## src/rtl/blink_pkg.sv

```systemverilog
// blink_pkg: shared types and helpers for the blink_array LED driver.
//   mode_e   - per-channel operating mode (OFF, ON, BLINK, PWM)
//   ch_width - width of the channel-select field, never narrower than 1 bit
package blink_pkg;

    typedef enum logic [1:0] {
        MODE_OFF   = 2'd0,
        MODE_ON    = 2'd1,
        MODE_BLINK = 2'd2,
        MODE_PWM   = 2'd3
    } mode_e;

    function automatic int ch_width(input int n);
        return (n <= 1) ? 1 : $clog2(n);
    endfunction

endpackage

```

## src/rtl/blink_prescaler.sv

```systemverilog
// blink_prescaler: shared time base for the LED channels.
//   clk, rst_n - clock, asynchronous active-low reset
//   sync       - clears the count; the next tick follows PRESCALE cycles later
//   tick       - registered one-cycle pulse each time the count wraps
module blink_prescaler #(
    parameter int PRESCALE = 50000
) (
    input  logic clk,
    input  logic rst_n,
    input  logic sync,
    output logic tick
);

    localparam int            CW   = (PRESCALE > 1) ? $clog2(PRESCALE) : 1;
    localparam logic [CW-1:0] LAST = CW'(PRESCALE - 1);

    logic [CW-1:0] cnt_q;

    // With PRESCALE=1 the count is pinned at 0 == LAST, so tick stays high.
    always_ff @(posedge clk or negedge rst_n) begin
        if (!rst_n) begin
            cnt_q <= '0;
            tick  <= 1'b0;
        end else if (sync) begin
            cnt_q <= '0;
            tick  <= 1'b0;
        end else if (cnt_q == LAST) begin
            cnt_q <= '0;
            tick  <= 1'b1;
        end else begin
            cnt_q <= cnt_q + 1'b1;
            tick  <= 1'b0;
        end
    end

endmodule

```

## src/rtl/blink_array.sv

```systemverilog
// blink_array: multi-channel LED driver (OFF / ON / BLINK / PWM per channel).
//   clk, rst_n   - clock, asynchronous active-low reset
//   cfg_we       - single-cycle write of {cfg_mode, cfg_period, cfg_duty}
//                  into channel cfg_ch (out-of-range channels ignored)
//   sync         - realigns the prescaler and every channel phase
//   tick         - prescaler pulse, exported for observability
//   led[N_CH-1:0]- registered LED outputs
// Build option: define BLINK_ARRAY_PWM_EN to include PWM mode and the duty
// registers; without it mode 3 acts as OFF and cfg_duty is not stored.
module blink_array
    import blink_pkg::*;
#(
    parameter  int PRESCALE = 50000,
    parameter  int N_CH     = 4,
    parameter  int PER_W    = 8,
    localparam int CH_W     = ch_width(N_CH)
) (
    input  logic             clk,
    input  logic             rst_n,
    input  logic             cfg_we,
    input  logic [CH_W-1:0]  cfg_ch,
    input  logic [1:0]       cfg_mode,
    input  logic [PER_W-1:0] cfg_period,
    input  logic [PER_W-1:0] cfg_duty,
    input  logic             sync,
    output logic             tick,
    output logic [N_CH-1:0]  led
);

    blink_prescaler #(.PRESCALE(PRESCALE)) u_pre (
        .clk   (clk),
        .rst_n (rst_n),
        .sync  (sync),
        .tick  (tick)
    );

`ifndef BLINK_ARRAY_PWM_EN
    logic unused_duty;
    assign unused_duty = ^cfg_duty;
`endif

    for (genvar i = 0; i < N_CH; i++) begin : g_ch
        mode_e            mode_q;
        logic [PER_W-1:0] per_q, cnt_q, cnt_nx, last;
        logic             led_q, sel, wrap;

        // Only an exact full-width match selects, so indices >= N_CH hit nothing.
        assign sel    = cfg_we && (cfg_ch == CH_W'(i));
        // Period 0 behaves as period 1.
        assign last   = (per_q == '0) ? '0 : per_q - 1'b1;
        assign wrap   = (cnt_q == last);
        assign cnt_nx = wrap ? '0 : cnt_q + 1'b1;

`ifdef BLINK_ARRAY_PWM_EN
        logic [PER_W-1:0] duty_q;

        always_ff @(posedge clk or negedge rst_n) begin
            if (!rst_n)   duty_q <= '0;
            else if (sel) duty_q <= cfg_duty;
        end
`endif

        // Priority: write > sync > tick. A write in a sync cycle still loads,
        // and a write in a tick cycle swallows that tick for this channel.
        always_ff @(posedge clk or negedge rst_n) begin
            if (!rst_n) begin
                mode_q <= MODE_OFF;
                per_q  <= '0;
                cnt_q  <= '0;
                led_q  <= 1'b0;
            end else if (sel) begin
                mode_q <= mode_e'(cfg_mode);
                per_q  <= cfg_period;
                cnt_q  <= '0;
                case (mode_e'(cfg_mode))
                    MODE_ON:  led_q <= 1'b1;
`ifdef BLINK_ARRAY_PWM_EN
                    MODE_PWM: led_q <= (cfg_duty != '0);
`endif
                    default:  led_q <= 1'b0;
                endcase
            end else if (sync) begin
                cnt_q <= '0;
                case (mode_q)
                    MODE_ON:  led_q <= 1'b1;
`ifdef BLINK_ARRAY_PWM_EN
                    MODE_PWM: led_q <= (duty_q != '0);
`endif
                    default:  led_q <= 1'b0;
                endcase
            end else if (tick) begin
                case (mode_q)
                    MODE_BLINK: begin
                        cnt_q <= cnt_nx;
                        if (wrap) led_q <= ~led_q;
                    end
`ifdef BLINK_ARRAY_PWM_EN
                    MODE_PWM: begin
                        cnt_q <= cnt_nx;
                        led_q <= (cnt_nx < duty_q);
                    end
`endif
                    default: ;  // OFF/ON: cnt stays 0, led already settled
                endcase
            end
        end

        assign led[i] = led_q;
    end

endmodule

```

## config.mk

```make
export PLATFORM = sky130hd
export DESIGN_NAME = blink_array
export DESIGN_NICKNAME = d
export VERILOG_FILES = /design/src/rtl/blink_pkg.sv /design/src/rtl/blink_prescaler.sv /design/src/rtl/blink_array.sv
export SDC_FILE = /design/constraint.sdc
export NUM_CORES = 1
export LEC_CHECK = 0
export ABC_CLOCK_PERIOD_IN_PS = 2600
export CORE_ASPECT_RATIO = 1.5
export CORE_MARGIN = 3
export CORE_UTILIZATION = 55
export CTS_CLUSTER_DIAMETER = 30
export DETAILED_ROUTE_END_ITERATION = 10
export HOLD_SLACK_MARGIN = 0.1
export PLACE_DENSITY_LB_ADDON = 0.3
export SYNTH_ARGS = -nofsm -noshare
export SYNTH_HDL_FRONTEND = slang
export SYNTH_HIERARCHICAL = 1
export SYNTH_SLANG_ARGS = --single-unit
```

## constraint.sdc

```tcl
create_clock -name clk -period 2.6 [get_ports clk]
set_input_delay 0.78 -clock clk [delete_from_list [all_inputs] [get_ports clk]]
set_output_delay 0.78 -clock clk [all_outputs]
set_load 0.01 [all_outputs]
```

# Word-level counts from Yosys, hierarchy flattened
# Index checks and enable logic that the tools add are counted.
# totals
input_bits	24
out_inout_bits	5
wordCells	130
register_bits	93
# classes
muxes	53
n_addsub	9
eq_ne	17
bitwise_logic	4
reduce_logical	29
# op_table
op	count
8-bit 2-to-1 mux	24
3-bit nonzero test	12
8-bit by 1-bit adder with 8-bit output (second input constant)	4
8-bit == test	4
8-bit zero test	4
16-bit 2-to-1 mux	2
8-bit by 1-bit subtractor with 8-bit output (second input constant)	4
1-bit 2-to-1 mux	27
16-bit by 1-bit adder with 16-bit output (second input constant)	1
16-bit == test (second input constant)	1
2-bit by 1-bit == test with 1-bit output (second input constant)	6
2-bit == test (second input constant)	6
3-bit AND reduction	4
2-bit AND reduction	4
1-bit logical AND	4
1-bit inverter	4
2-bit zero test	1

# Logic depth before layout (Yosys ltp)
# logic_depth
word_depth	8
ltp_mapped	10
ltp_nobuf	9

# Cells and area by module
# Netlist, hierarchy kept.
# by_module_without_submodules
module	area_per_inst_um2	cells_per_inst	n_inst	seq_area_each_um2
blink_array	4883.4	525	1	1901.8
blink_prescaler	848.3	83	1	425.4

# Least setup slack after synthesis
# OpenSTA, ideal clock, no wires.
# synth_timing
path_kind	register -> register
start	reg g_ch[2].per_q[0]
end	reg g_ch[2].led_q
path_buffers	1
slack_ps	-186
stages_incl_launch_ff	11
setup_time_ps	125
arrival_time_ps	2661
t_required_ps	2475
cell_sequence	dfrtp_1 > inv_1 > ha_1 > clkbuf_1 > nor3b_2 > nand2_1 > o32ai_1 > a211oi_1 > or4_4 > o21ai_4 > mux2_4
# synth_between
elab_chain_cells	5
elab_cells_between_ends	6
# synth_lines
element	line	rtl
from (decl)	blink_array.sv:44	logic [PER_W-1:0] per_q, cnt_q, cnt_nx, last;
from (signal assigned)	blink_array.sv:73	per_q <= cfg_period;
8-bit by 1-bit subtractor with 8-bit output or 8-bit zero test (tied branches)	blink_array.sv:50	assign last = (per_q == '0) ? '0 : per_q - 1'b1;
8-bit 2-to-1 mux (*)	blink_array.sv:50	
8-bit == test (*)	blink_array.sv:51	assign wrap = (cnt_q == last);
3-bit nonzero test (no line) (*)	n/a	
3-bit AND reduction (no line) (*)	n/a	
to (signal assigned)	blink_array.sv:95	if (wrap) led_q <= ~led_q;
to (decl)	blink_array.sv:45	logic led_q, sel, wrap;
# Every way passes the cells marked *; elsewhere a longest branch is shown, timed or not.
# A chain may end at the register's enable or synchronous reset.

# Worst setup path after layout
# layout_timing
start	reg g_ch[1].per_q[0]
end	reg g_ch[1].led_q
# layout_between
elab_chain_cells	5
elab_cells_between_ends	6
# layout_lines
element	line
from (decl)	blink_array.sv:44
from (signal assigned)	blink_array.sv:73
8-bit by 1-bit subtractor with 8-bit output or 8-bit zero test (tied branches)	blink_array.sv:50
8-bit 2-to-1 mux (*)	blink_array.sv:50
8-bit == test (*)	blink_array.sv:51
3-bit nonzero test (no line) (*)	n/a
3-bit AND reduction (no line) (*)	n/a
to (signal assigned)	blink_array.sv:95
to (decl)	blink_array.sv:45
# Marks and branches as above.

==> results.json <==
{
  "status": "finished clean",
  "clock-sinks": 93,
  "synth-main-ff-cell": "dfrtp_1",
  "grt_pass1_wl_mm": 22.41,
  "rsz0062_at_grt": "yes",
  "routabilityCongestion": 0.8629,
  "ant_nets": 0,
  "diodes": 0,
  "fin_util": 0.6798,
  "drive_above_1_share": 0.2593,
  "synth.distinct_cells": 74,
  "critPathMaxFanout": 4,
  "fin_crit_sh": 0.9941,
  "drt_first_pass_iters": 5,
  "die_area_sq_mm": 0.01171,
  "overflow": 0,
  "grt_max_degree": 48,
  "drt_wl_total_mm": 13.55,
  "die_height_um": 131.0,
  "cp-end-kind": "register",
  "hold_ws_ns": 0.3692,
  "synth_async_sr_flop_share": 1.000,
  "cts_buffers": 9,
  "drc": 0,
  "nets": 699,
  "rows": 45,
  "ir_drop_mv": 0.4581,
  "timing.critical_path.required_ns": 2.83,
  "synth.net_count": 641,
  "antenna_found_initial": 0,
  "path_class": "reg -> reg",
  "syn_inst": 608,
  "vias": 4870,
  "netSwitchingFraction": 0.2980,
  "initial_utilization": 0.5656,
  "seq_area_frac_synth": 0.4060,
  "viasPerCell": 6.180,
  "p_switching_w": 0.001269,
  "fp.coreArea_sq_mm": 0.01013,
  "clk_latency_ns": 0.35,
  "path_clk_slew_ns": 0.06,
  "slew_headroom": 0.6162,
  "cap_violations": 0,
  "cp-start-kind": "register",
  "syn2layout_area_growth_pct": 20.19,
  "cts-root-buf": "clkbuf_16",
  "die_width_um": 89.35,
  "max_freq_mhz": 386.9,
  "first_iter_violations": 190,
  "dp_hpwl_mm": 9.694,
  "hold_viol_final": 0,
  "setup_viol": 0,
  "power.density_mw_per_mm2": 618.2,
  "cts_tree": "done",
  "fin_crit_ns": 2.585,
  "pin_count": 29,
  "internal_power_w": 0.002990,
  "grt_pass1_vias": 4892,
  "ys_ff_latch": 93,
  "fillers": 766,
  "seqPwrFrac": 0.412,
  "cts_max_level": 3,
  "arrival_ns": 2.82,
  "wl_per_cell_um": 17.19,
  "hp-class": "in -> async",
  "yosysWarnings": 6,
  "p_leak_nw": 2.811,
  "clk_path_buf_depth": 2,
  "grt_util_all_layers": 0.2441,
  "slew_violations": 0,
  "avgSynthCellArea_sq_um": 9.427,
  "skew_ns": 0.006741,
  "clkPwrFrac": 0.318,
  "combPwrFrac": 0.270,
  "port-buffer-count": 20,
  "synth_area_sq_mm": 0.005732,
  "synth_edf_count": 0,
  "cts_hold_buf": 0,
  "worst-slew-pin-transition_ns": 0.5757
}
[synthesized netlist by cell type, types with 3 or more instances]
| cell type | instances | share of area |
|---|---|---|
| inv_1 | 22 | 0.014 |
| o31a_1 | 3 | 0.0046 |
| a21oi_1 | 26 | 0.023 |
| or3b_2 | 4 | 0.0061 |
| nor4bb_1 | 3 | 0.0052 |
| buf_1 | 5 | 0.0033 |
| dfrtp_1 | 93 | 0.41 |
| o2111ai_1 | 4 | 0.0061 |
| or2_2 | 5 | 0.0055 |
| nor2b_1 | 5 | 0.0055 |
| o21ai_0 | 14 | 0.012 |
| nor3_1 | 14 | 0.012 |
| a31oi_1 | 14 | 0.015 |
| a211oi_1 | 6 | 0.0079 |
| o31ai_1 | 3 | 0.0039 |
| nand3_2 | 3 | 0.0052 |
| ha_1 | 9 | 0.020 |
| nand3_1 | 32 | 0.028 |
| or4_1 | 6 | 0.0079 |
| o21a_1 | 4 | 0.0052 |
| or3_1 | 6 | 0.0065 |
| nand4_1 | 12 | 0.013 |
| xnor2_1 | 22 | 0.034 |
| nand2b_1 | 9 | 0.0098 |
| nand2_1 | 45 | 0.029 |
| buf_4 | 4 | 0.0052 |
| or4_4 | 3 | 0.0059 |
| o22ai_1 | 4 | 0.0044 |
| a21o_1 | 3 | 0.0039 |
| o32ai_1 | 4 | 0.0061 |
| nor4_1 | 8 | 0.0087 |
| nor2_1 | 67 | 0.044 |
| and3_1 | 4 | 0.0044 |
| xor2_1 | 30 | 0.046 |
| nor3b_1 | 3 | 0.0039 |
| clkbuf_1 | 15 | 0.0098 |
| nand3b_1 | 7 | 0.0092 |
| nor4b_1 | 3 | 0.0046 |
| mux2_2 | 40 | 0.079 |
[path summary, 6_finish.rpt]
path | start | end | depth (start not counted) | slack (ns)
max in group asynchronous | rst_n | u_pre/cnt_q[4]$_DFF_PN0_ | 2 | 1.64
worst max register to register | g_ch[1].per_q[0]$_DFFE_PN0P_ | g_ch[1].led_q$_DFFE_PN0P_ | 9 | 0.02
worst min register to register | u_pre/cnt_q[0]$_DFF_PN0_ | u_pre/cnt_q[0]$_DFF_PN0_ | 1 | 0.53
worst max-delay path | g_ch[1].per_q[0]$_DFFE_PN0P_ | g_ch[1].led_q$_DFFE_PN0P_ | 9 | 0.02
worst min-delay path | rst_n | g_ch[0].cnt_q[7]$_DFFE_PN0P_ | 1 | 0.37
min in group clk | u_pre/cnt_q[0]$_DFF_PN0_ | u_pre/cnt_q[0]$_DFF_PN0_ | 1 | 0.53
[flip-flops by register name, indices dropped and copies added (netlist names)]
register and count:
g_ch.per_q 32, g_ch.mode_q 8, u_pre/cnt_q 16, g_ch.cnt_q 32
g_ch.led_q 4, u_pre/tick 1
[placed cells by master, fill, tap and decap left out, types with 6 or more instances in the layout]
master / count
a211oi_1: 6
nand2b_1: 9
nand2_1: 45
nor4_1: 7
inv_1: 15
buf_4: 51
dfrtp_1: 93
xor2_1: 30
a31oi_1: 14
inv_2: 7
nor2_1: 64
nand4_1: 12
nand3b_1: 7
or3_1: 6
a21oi_1: 23
xnor2_1: 22
mux2_2: 39
nand3_1: 31
o21ai_0: 13
nor3_1: 10
clkdlybuf4s50_1: 19
clkbuf_16: 9
[per-layer routing]
metal / track usage / wire length (um) / up-vias
met5: 0 / 0 / -
met4: 0.08589 / 250 / 0
met3: 0.04266 / 434 / 23
met2: 0.4420 / 7526 / 103
met1: 0.2846 / 5337 / 2421
li1: - / - / 2323
[what timing repair did]
action,CTS,global route
pin swaps,7,11
setup buffers,2,4
endpoints found under the setup margin,21,27
endpoints found under the hold margin,0,0
gates resized for setup,10,25
[cells by family after synthesis]
| logic type | share of synthesized area |
|---|---|
| adder cells (fa/ha/maj) | 0.01965 |
| AO/OA/AOI/OAI | 0.1290 |
| multiplexers | 0.08470 |
| flip-flops | 0.4060 |
| buffers and inverters | 0.03798 |
| AND/OR/NAND/NOR | 0.2432 |
| XOR/XNOR | 0.07946 |
[critical path, cell delays in order (launching register included)]
cell	delay, ns
dfrtp_1	0.41
inv_2	0.07
ha_4	0.17
xor2_1	0.18
or4b_1	0.51
a21oi_2	0.15
o221ai_2	0.11
or4_4	0.47
o21a_1	0.19
o31a_1	0.22
[final cells by class]
type / instances / area, sq um / share of cell area
repair buffers: 74 / 635.6 / 0.09226
clock buffers: 11 / 252.7 / 0.03669
clock inverters: 5 / 58.81 / 0.008536
multi-input cells: 466 / 3386 / 0.4915
inverters: 22 / 82.58 / 0.01199
flip-flops and latches: 93 / 2327 / 0.3378
well taps: 117 / 146.4 / 0.02125
[metrics by stage]
| step | area [sq um] | setup TNS [ns] | setup slack, ns | power [W] | cells |
|---|---|---|---|---|---|
| finish | 6889 | 0 | 0.01546 | 0.004259 | 788 |
| CTS | 6769 | 0 | 0.00003042 | 0.004193 | 785 |
| floorplan | 5797 | -0.1189 | -0.1189 | 0.002424 | 608 |
| global route | 6889 | -0.6037 | -0.1098 | 0.004483 | 788 |
| detailed placement | 6390 | -0.8295 | -0.1745 | 0.002807 | 767 |
| global placement | 6390 | -0.1703 | -0.1081 | 0.002761 | 767 |
[power by group through the flow]
stage               Combinational, W  Sequential [W]  Clock [W]
finish                       0.00115         0.00175    0.00136
global route                 0.00127         0.00178    0.00144
CTS                          0.00108         0.00174    0.00137
detailed placement           0.00104         0.00176          0
global placement             0.00101         0.00175          0
floorplan                   0.000684         0.00174          0
No activity file was read; power rests on OpenSTA's default activity.
